`src/rtl/narrow_to_wide_burst_bridge.sv`:
```
// Narrow byte-stream command parser that packs data words into wide
// write beats with address, last flag, backpressure and idle timeout.
module narrow_to_wide_burst_bridge #(
   parameter int LOW_DATA_WIDTH = 8,
   parameter int ADDR_WIDTH = 16,
   parameter int BRUST_SIZE_LOG = 2,
   parameter int LEN_WIDTH = 8,
   parameter int unsigned CMD_DATA_TRAN = 8'h01,
   parameter int TIMEOUT_CYCLES = 255,
   localparam int HIGH_DATA_WIDTH = LOW_DATA_WIDTH * (2 ** BRUST_SIZE_LOG)
) (
   input  logic                       clk,
   input  logic                       rst_n,
   input  logic                       low_read_valid,
   input  logic [LOW_DATA_WIDTH-1:0]  low_read_data,
   output logic                       low_read_ready,
   output logic [ADDR_WIDTH-1:0]      high_write_addr,
   output logic [HIGH_DATA_WIDTH-1:0] high_write_data,
   output logic                       high_write_last,
   output logic                       high_write_valid,
   input  logic                       high_write_ready,
   output logic                       busy,
   output logic                       err_timeout
);
   localparam int LANES = 2 ** BRUST_SIZE_LOG;
   localparam int ADDR_WORDS = (ADDR_WIDTH + LOW_DATA_WIDTH - 1) / LOW_DATA_WIDTH;
   localparam int AB = ADDR_WORDS * LOW_DATA_WIDTH;
   localparam int WCW = (ADDR_WORDS > 1) ? $clog2(ADDR_WORDS) : 1;
   localparam int LNW = (BRUST_SIZE_LOG > 0) ? BRUST_SIZE_LOG : 1;
   localparam int TW = $clog2(TIMEOUT_CYCLES + 1);

   typedef enum logic [1:0] {IDLE, ADDR, LEN, DATA} state_t;

   state_t state, state_nx;
   logic [WCW-1:0] word_cnt;
   logic [AB-1:0] addr_buf;
   logic [LEN_WIDTH-1:0] beats_m1;
   logic [LEN_WIDTH-1:0] beat_idx;
   logic [LNW-1:0] lane;
   logic [HIGH_DATA_WIDTH-1:0] data_buf;
   logic [HIGH_DATA_WIDTH-1:0] beat;
   logic [TW-1:0] tmo_cnt;
   logic accept, lane_last, word_last, beat_last;
   logic is_cmd, tmo_hit, load;

   assign accept = low_read_valid && low_read_ready;
   assign lane_last = lane == LNW'(LANES - 1);
   assign word_last = word_cnt == WCW'(ADDR_WORDS - 1);
   assign beat_last = beat_idx == beats_m1;
   assign is_cmd = low_read_data == LOW_DATA_WIDTH'(CMD_DATA_TRAN);
   assign load = (state == DATA) && accept && lane_last;
   // Stalled cycles are not idle: the sink is holding us, not the source.
   assign tmo_hit = (state != IDLE) && !accept && low_read_ready &&
                    (tmo_cnt == TW'(TIMEOUT_CYCLES - 1));

   always_comb begin
      beat = data_buf;
      beat[lane*LOW_DATA_WIDTH +: LOW_DATA_WIDTH] = low_read_data;
   end

   always_ff @(posedge clk or negedge rst_n) begin
      if (!rst_n) state <= IDLE;
      else state <= state_nx;
   end

   always_comb begin
      state_nx = state;
      if (tmo_hit) begin
         state_nx = IDLE;
      end else if (accept) begin
         unique case (state)
            IDLE: if (is_cmd) state_nx = ADDR;
            ADDR: if (word_last) state_nx = LEN;
            LEN:  state_nx = DATA;
            DATA: if (lane_last && beat_last) state_nx = IDLE;
            default: state_nx = IDLE;
         endcase
      end
   end

   always_comb begin
      low_read_ready = !((state == DATA) && lane_last &&
                         high_write_valid && !high_write_ready);
      busy = state != IDLE;
   end

   always_ff @(posedge clk or negedge rst_n) begin
      if (!rst_n) begin
         word_cnt <= '0;
         addr_buf <= '0;
         beats_m1 <= '0;
         beat_idx <= '0;
         lane <= '0;
         data_buf <= '0;
         tmo_cnt <= '0;
         err_timeout <= 1'b0;
         high_write_valid <= 1'b0;
         high_write_last <= 1'b0;
         high_write_addr <= '0;
         high_write_data <= '0;
      end else begin
         err_timeout <= tmo_hit;
         if ((state == IDLE) || accept || tmo_hit) tmo_cnt <= '0;
         else if (low_read_ready) tmo_cnt <= tmo_cnt + TW'(1);
         if (accept) begin
            unique case (state)
               IDLE: word_cnt <= '0;
               ADDR: begin
                  addr_buf[word_cnt*LOW_DATA_WIDTH +: LOW_DATA_WIDTH] <= low_read_data;
                  word_cnt <= word_cnt + WCW'(1);
               end
               LEN: begin
                  beats_m1 <= low_read_data[LEN_WIDTH-1:0];
                  beat_idx <= '0;
                  lane <= '0;
               end
               DATA: begin
                  data_buf <= beat;
                  lane <= lane_last ? '0 : lane + LNW'(1);
                  if (lane_last) beat_idx <= beat_idx + LEN_WIDTH'(1);
               end
               default: ;
            endcase
         end
         if (load) begin
            high_write_valid <= 1'b1;
            high_write_data <= beat;
            high_write_addr <= addr_buf[ADDR_WIDTH-1:0] + ADDR_WIDTH'(beat_idx);
            high_write_last <= beat_last;
         end else if (high_write_valid && high_write_ready) begin
            high_write_valid <= 1'b0;
         end
      end
   end
endmodule

```
`config.mk`:
```
export PLATFORM = sky130hd
export DESIGN_NAME = narrow_to_wide_burst_bridge
export DESIGN_NICKNAME = d
export VERILOG_FILES = /design/src/rtl/narrow_to_wide_burst_bridge.sv
export SDC_FILE = /design/constraint.sdc
export NUM_CORES = 1
export LEC_CHECK = 0
export ABC_AREA = 1
export CORE_MARGIN = 2
export CORE_UTILIZATION = 40
export CTS_BUF_LIST = sky130_fd_sc_hd__clkbuf_16
export DETAILED_ROUTE_END_ITERATION = 8
export PLACE_DENSITY = 0.62
export SYNTH_ARGS = -nofsm -noshare
export SYNTH_HDL_FRONTEND = slang
export SYNTH_SLANG_ARGS = --single-unit
```
`constraint.sdc`:
```
create_clock -name clk -period 2.7 [get_ports clk]
set_input_delay 0.54 -clock clk [delete_from_list [all_inputs] [get_ports clk]]
set_output_delay 0.54 -clock clk [all_outputs]
set_load 0.005 [all_outputs]
```
Word-level counts from Yosys, hierarchy flattened
Index checks and enable logic that the tools add are counted.

storage, ports and cells
  register bits after elaboration = 128
  input bits = 12
  output and inout bits = 53
  logic and storage cells = 82

operators by class
  add/sub/neg operators = 7
  eq/ne operators = 12
  shift operators = 4
  muxes and demuxes = 17
  reduce and logical (&&, ||, !) cells = 29

operator list
  cell                     count
  $neg 4->34               1
  $neg 5->34               1
  $shift 8x34->16 const A  1
  $shift 8x34->32 const A  1
  $shiftx 8x34->16         1
  $shiftx 8x34->32         1
  $bwmux 32                1
  $mux 8                   3
  $add 16x8->16            1
  $add 8x1->8 const B      2
  $bwmux 16                1
  $pmux 8 s2               1
  $mux 2                   6
  $logic_and 1x1->1        11
  $reduce_and 2->1         5
  $reduce_bool 2->1        5
  $ne 3x3->1 const B       3
  $eq 8x1->1 const B       1
  $eq 8x8->1               1
  $eq 8x8->1 const B       1
  $pmux 2 s4               1
  $eq 2x2->1 const B       3
  $pmux 2 s2               1
  $reduce_and 4->1         1
  11 further kinds         15

Depth between registers and ports, before layout
Gate-level depths: netlist of the first run.

  word-level depth = 12
  depth in mapped cells = 12
  gate-level depth less buffers = 12

Worst setup path after synthesis of the first run
OpenSTA, ideal clock, no wires.

  path kind = reg-to-reg
  start point = register beat_idx[0]
  end point = register high_write_addr[10]
  setup time = 0.117 ns
  arrival = 1.818 ns
  required time = 2.583 ns
  slack = 0.765 ns
  stages on the path, launching flop included = 12
  buffers on the path = 0
  period minus slack after synthesis = 1.935 ns
  cells stage by stage = dfrtp_1 -> ha_1 -> fa_1 -> nand2_1 -> nand3_1 -> o21ai_0 -> inv_1 -> nand2_1 -> nand2_1 -> a21o_1 -> nand3_1 -> nand2_1

on the way
  longest elaborated chain between the ends = 1

RTL lines
  what                      RTL line  source
  start: declaration        38        logic [LEN_WIDTH-1:0] beat_idx;
  start signal: assignment  120       if (lane_last) beat_idx <= beat_idx + LEN_WIDTH'(1);
  $add 16x8->16             128       high_write_addr <= addr_buf[ADDR_WIDTH-1:0] + ADDR_WIDTH'(beat_idx);
  end signal: assignment    128
  end: declaration          17        output logic [ADDR_WIDTH-1:0] high_write_addr,

Every way passes these cells.
A chain may end at the register's enable or synchronous reset.

Final worst setup path of the first run
  start point = register lane[0]
  end point = output port low_read_ready

on the way
  longest elaborated chain between the ends = 5

RTL lines
  what                             RTL line  source
  start: declaration               39        logic [LNW-1:0] lane;
  start signal: assignment         119       lane <= lane_last ? '0 : lane + LNW'(1);
  $eq 2x2->1                       47        assign lane_last = lane == LNW'(LANES - 1);
  $logic_and 1x1->1 (2 in series)  82        low_read_ready = !((state == DATA) && lane_last &&
  $logic_and 1x1->1                83        high_write_valid && !high_write_ready);
  $logic_not 1->1                  82
  end: declaration                 16        output logic low_read_ready,

Every way passes these cells.

==> flow_summary.yaml, run 1 <==
sta:
  rsz0062_at_grt: "false"
  hold_viol_final: 0
  worst_slew_margin_rel: 0.554
  slew_violations: 0
  finalClockSkew_ns: 0.0103
  period_minus_slack_ns: 2.53
  finalSetupTns_ns: 0
  finalSetupViolCount: 0
  timing.final.crit_share: 0.936
  fmax_mhz: 396
  slew_at_the_pin_closest_to_its_max_slew_limit_ns: 0.669
setup_path:
  timing.critical_path.fanout_max: 12
  reg2reg_setup_slack_ns: 0.48
  criticalPathCategory: "flop to primary output"
  crit_arrival_ns: 1.99
  timing.rr.start: "lane[0]"
  worstSetupStartpointType: "flop"
  reg2reg_depth: 8
  cp_data_required_time_ns: 2.16
  regToRegEndpoint: "high_write_data[26]"
  crit_path_end_kind: "primary output"
die:
  core.rowCount: 45
  ioPinCount: 65
  initial_cell_density_of_the_core: 0.406
  die_area_um2: 16200
  dieWidth_um: 127
  die_h_um: 127
  std_cell_core_area_um2: 15000
synthesis:
  yosys-top-cells-area: "sky130_fd_sc_hd__dfrtp_1 49%, sky130_fd_sc_hd__nand2_1 15%, sky130_fd_sc_hd__o21ai_0 6.1%, sky130_fd_sc_hd__inv_1 5.2%, sky130_fd_sc_hd__ha_1 4.3%"
  yosys_warnings: 0
  post_synth_most_frequent_cells: "249 x sky130_fd_sc_hd__nand2_1, 120 x sky130_fd_sc_hd__dfrtp_1, 84 x sky130_fd_sc_hd__inv_1"
  postSynthRegisterBits: 120
  async_flop_share: 1.00
  yosysMostFrequentCell: "sky130_fd_sc_hd__nand2_1"
  synth.avg_cell_area_um2: 8.26
  netlist.top_cell.by_area: "sky130_fd_sc_hd__dfrtp_1"
  synthesis.area_um2: 6100
  synth-seq-area-share: 0.493
  post-synth-top-area-fraction: 0.493
  syn-num-nets: 772
  number_of_enable_flip_flop_cells_after_synthesis: 0
  synth_flop_cell: "sky130_fd_sc_hd__dfrtp_1"
  synth_cells: 738
  yosysUniqueCellTypes: 40
routing:
  routed_wirelength_um: 14800
  number_of_design_rule_violations_left_by_the_first_detailed_router_iteration: 415
  via_per_inst: 5.05
  per_cell_routed_wire_length_um: 14.8
  antenna_left: 0
  detailroute.via_count: 5053
  drt_first_pass_iters: 5
  drt_drc_violations_left: 0
cells_and_area:
  final_nets: 837
  antenna_cells_inserted: 0
  layout-drive-gt1-share: 0.0701
  register_area_um2: 3000
  finalNonFillerCells: 1001
  num-fill-cells: 1388
  areaGrowthSynthToFinish_pct: 22.5
  fin_util: 0.497
  multiInputGateArea_um2: 2610
grt:
  grt_use_total: 0.192
  overflow_after_grt: 0
  grt_start_max_net_pins: 51
  first_global_vias: 5000
  grt_antenna_before_repair: 0
  global_route_wire_length_before_repair_um: 24600
clocking:
  cts_max_level: 4
  clock_sink_count: 120
  cts_hold_buffers: 0
  cts_buffers: 17
  clock_tree.root_cell: "sky130_fd_sc_hd__clkbuf_16"
  clock_latency_ns: 0.42
  clk_path_buf_depth: 2
  path_clk_slew_ns: 0.05
  tritoncts: "done"
power_and_ir_drop:
  fin_total_pwr_w: 0.00691
  vdd.ir_drop.worst_v: 0.000499
  cellPowerDensity_nw_per_um2: 925
  cellLeakagePower_nw: 3.64
min_path:
  timing.hold.worst.class: "input port to asynchronous set/reset pin"
place:
  dp_cells: 972
  dp_hpwl_um: 10600
  last_weighted_congestion_value_of_the_routability_driven_placer: 0.867
  port_buffers: 64
job:
  cap_viol_max_count: 0
status:
  outcome: "finished, final reports clean"
==> routing by layer <==
layer  global-route usage  routed length (um)  vias up
met5                    0                   0        -
met4               0.0763                 304        0
met1                0.257                7000     2397
met3               0.0356                 627       27
met2                0.309                6860      126
li1                     -                   -     2503
==> logic make-up after synthesis <==
| family | Yosys count | synth area share |
|---|---|---|
| xor+xnor | 14 | 0.0201 |
| flops | 120 | 0.493 |
| simple gates | 353 | 0.254 |
| mux | 1 | 0.00164 |
| fa+ha+maj | 22 | 0.0464 |
| buf+inv | 111 | 0.0794 |
| compound gates | 117 | 0.106 |
==> critical path: stages (launching register included) <==
cell and delay [ns]:
sky130_fd_sc_hd__dfrtp_2 0.49, sky130_fd_sc_hd__ha_1 0.36, sky130_fd_sc_hd__nand4_4 0.22, sky130_fd_sc_hd__clkdlybuf4s50_1 0.50
==> through the flow <==
step	worst slack, ns	cell area, um^2	hold WS (ns)
CTS	0.0219	7460	0.184
detailed placement	0.272	6880	0.465
finish	0.173	7470	0.161
floorplan	0.765	6100	0.244
global route	0.0802	7470	0.228
global placement	0.354	6880	0.464
==> power by group <==
group	switching (W)	leakage [nW]	internal, W	total (W)
Combinational	0.00124	1.74	0.000799	0.00204
Clock	0.000774	0.294	0.00151	0.00228
Sequential	0.000312	1.60	0.00227	0.00259
==> worst max path at each step <==
stage                      from                  end  slack [ns]  cells past startpoint
4_1_cts                 lane[0]       low_read_ready        0.02                      3
3_5_place_dp   high_write_ready  high_write_data[26]        0.27                      9
5_1_grt                 lane[0]       low_read_ready        0.08                      3
3_3_place_gp   high_write_ready  high_write_data[27]        0.35                      9
2_1_floorplan       beat_idx[0]  high_write_addr[10]        0.76                     11
6_report                lane[0]       low_read_ready        0.17                      3
==> repair_timing <==
item                                    in CTS  in global routing
endpoints found under the hold margin        0                  0
setup buffers                                0                  0
resized for setup                            0                  1
endpoints found under the setup margin       0                  1
==> cell type report <==
class / instances / share of cell area
Sequential cell: 120 / 0.402
Multi-Input combinational cell: 507 / 0.350
Timing Repair Buffer: 71 / 0.0942
Clock buffer: 17 / 0.0570
Inverter: 86 / 0.0436
Tap cell: 188 / 0.0315
Clock inverter: 12 / 0.0218
==> flip-flops by register name (all words and copies together) (netlist names) <==
signal	count
addr_buf	16
beat_idx	8
beats_m1	8
data_buf	24
err_timeout	1
high_write_addr	16
high_write_data	32
high_write_last	1
high_write_valid	1
lane	2
state	2
tmo_cnt	8
word_cnt	1
==> cell usage in the layout (no fill, tap or decap), types with 2 or more instances in the layout <==
master and n:
sky130_fd_sc_hd__dfrtp_1 119, sky130_fd_sc_hd__buf_4 7, sky130_fd_sc_hd__clkdlybuf4s50_1 63, sky130_fd_sc_hd__o21ai_2 7
sky130_fd_sc_hd__o21ai_1 8, sky130_fd_sc_hd__clkinv_2 3, sky130_fd_sc_hd__nand2_4 2, sky130_fd_sc_hd__nand4_1 17
sky130_fd_sc_hd__nor2_1 24, sky130_fd_sc_hd__nor3_1 8, sky130_fd_sc_hd__o22ai_1 17, sky130_fd_sc_hd__bufinv_16 4
sky130_fd_sc_hd__clkbuf_16 17, sky130_fd_sc_hd__nand3_1 40, sky130_fd_sc_hd__a21oi_1 7, sky130_fd_sc_hd__o21ai_0 74
sky130_fd_sc_hd__ha_1 21, sky130_fd_sc_hd__xnor2_1 9, sky130_fd_sc_hd__nand2_1 249, sky130_fd_sc_hd__inv_1 86
sky130_fd_sc_hd__nand3b_1 2, sky130_fd_sc_hd__nor2_4 3, sky130_fd_sc_hd__xor2_1 5
No activity file was read; power rests on OpenSTA's default activity.
==> run 2: changes to the inputs <==
--- a/config.mk
+++ b/config.mk
@@ -14,3 +14,4 @@
 export SYNTH_ARGS = -nofsm -noshare
 export SYNTH_HDL_FRONTEND = slang
 export SYNTH_SLANG_ARGS = --single-unit
+export TNS_END_PERCENT = 50
==> results of run 2 <==
The final DEF is identical to that of run 1; final timing and power are the same.
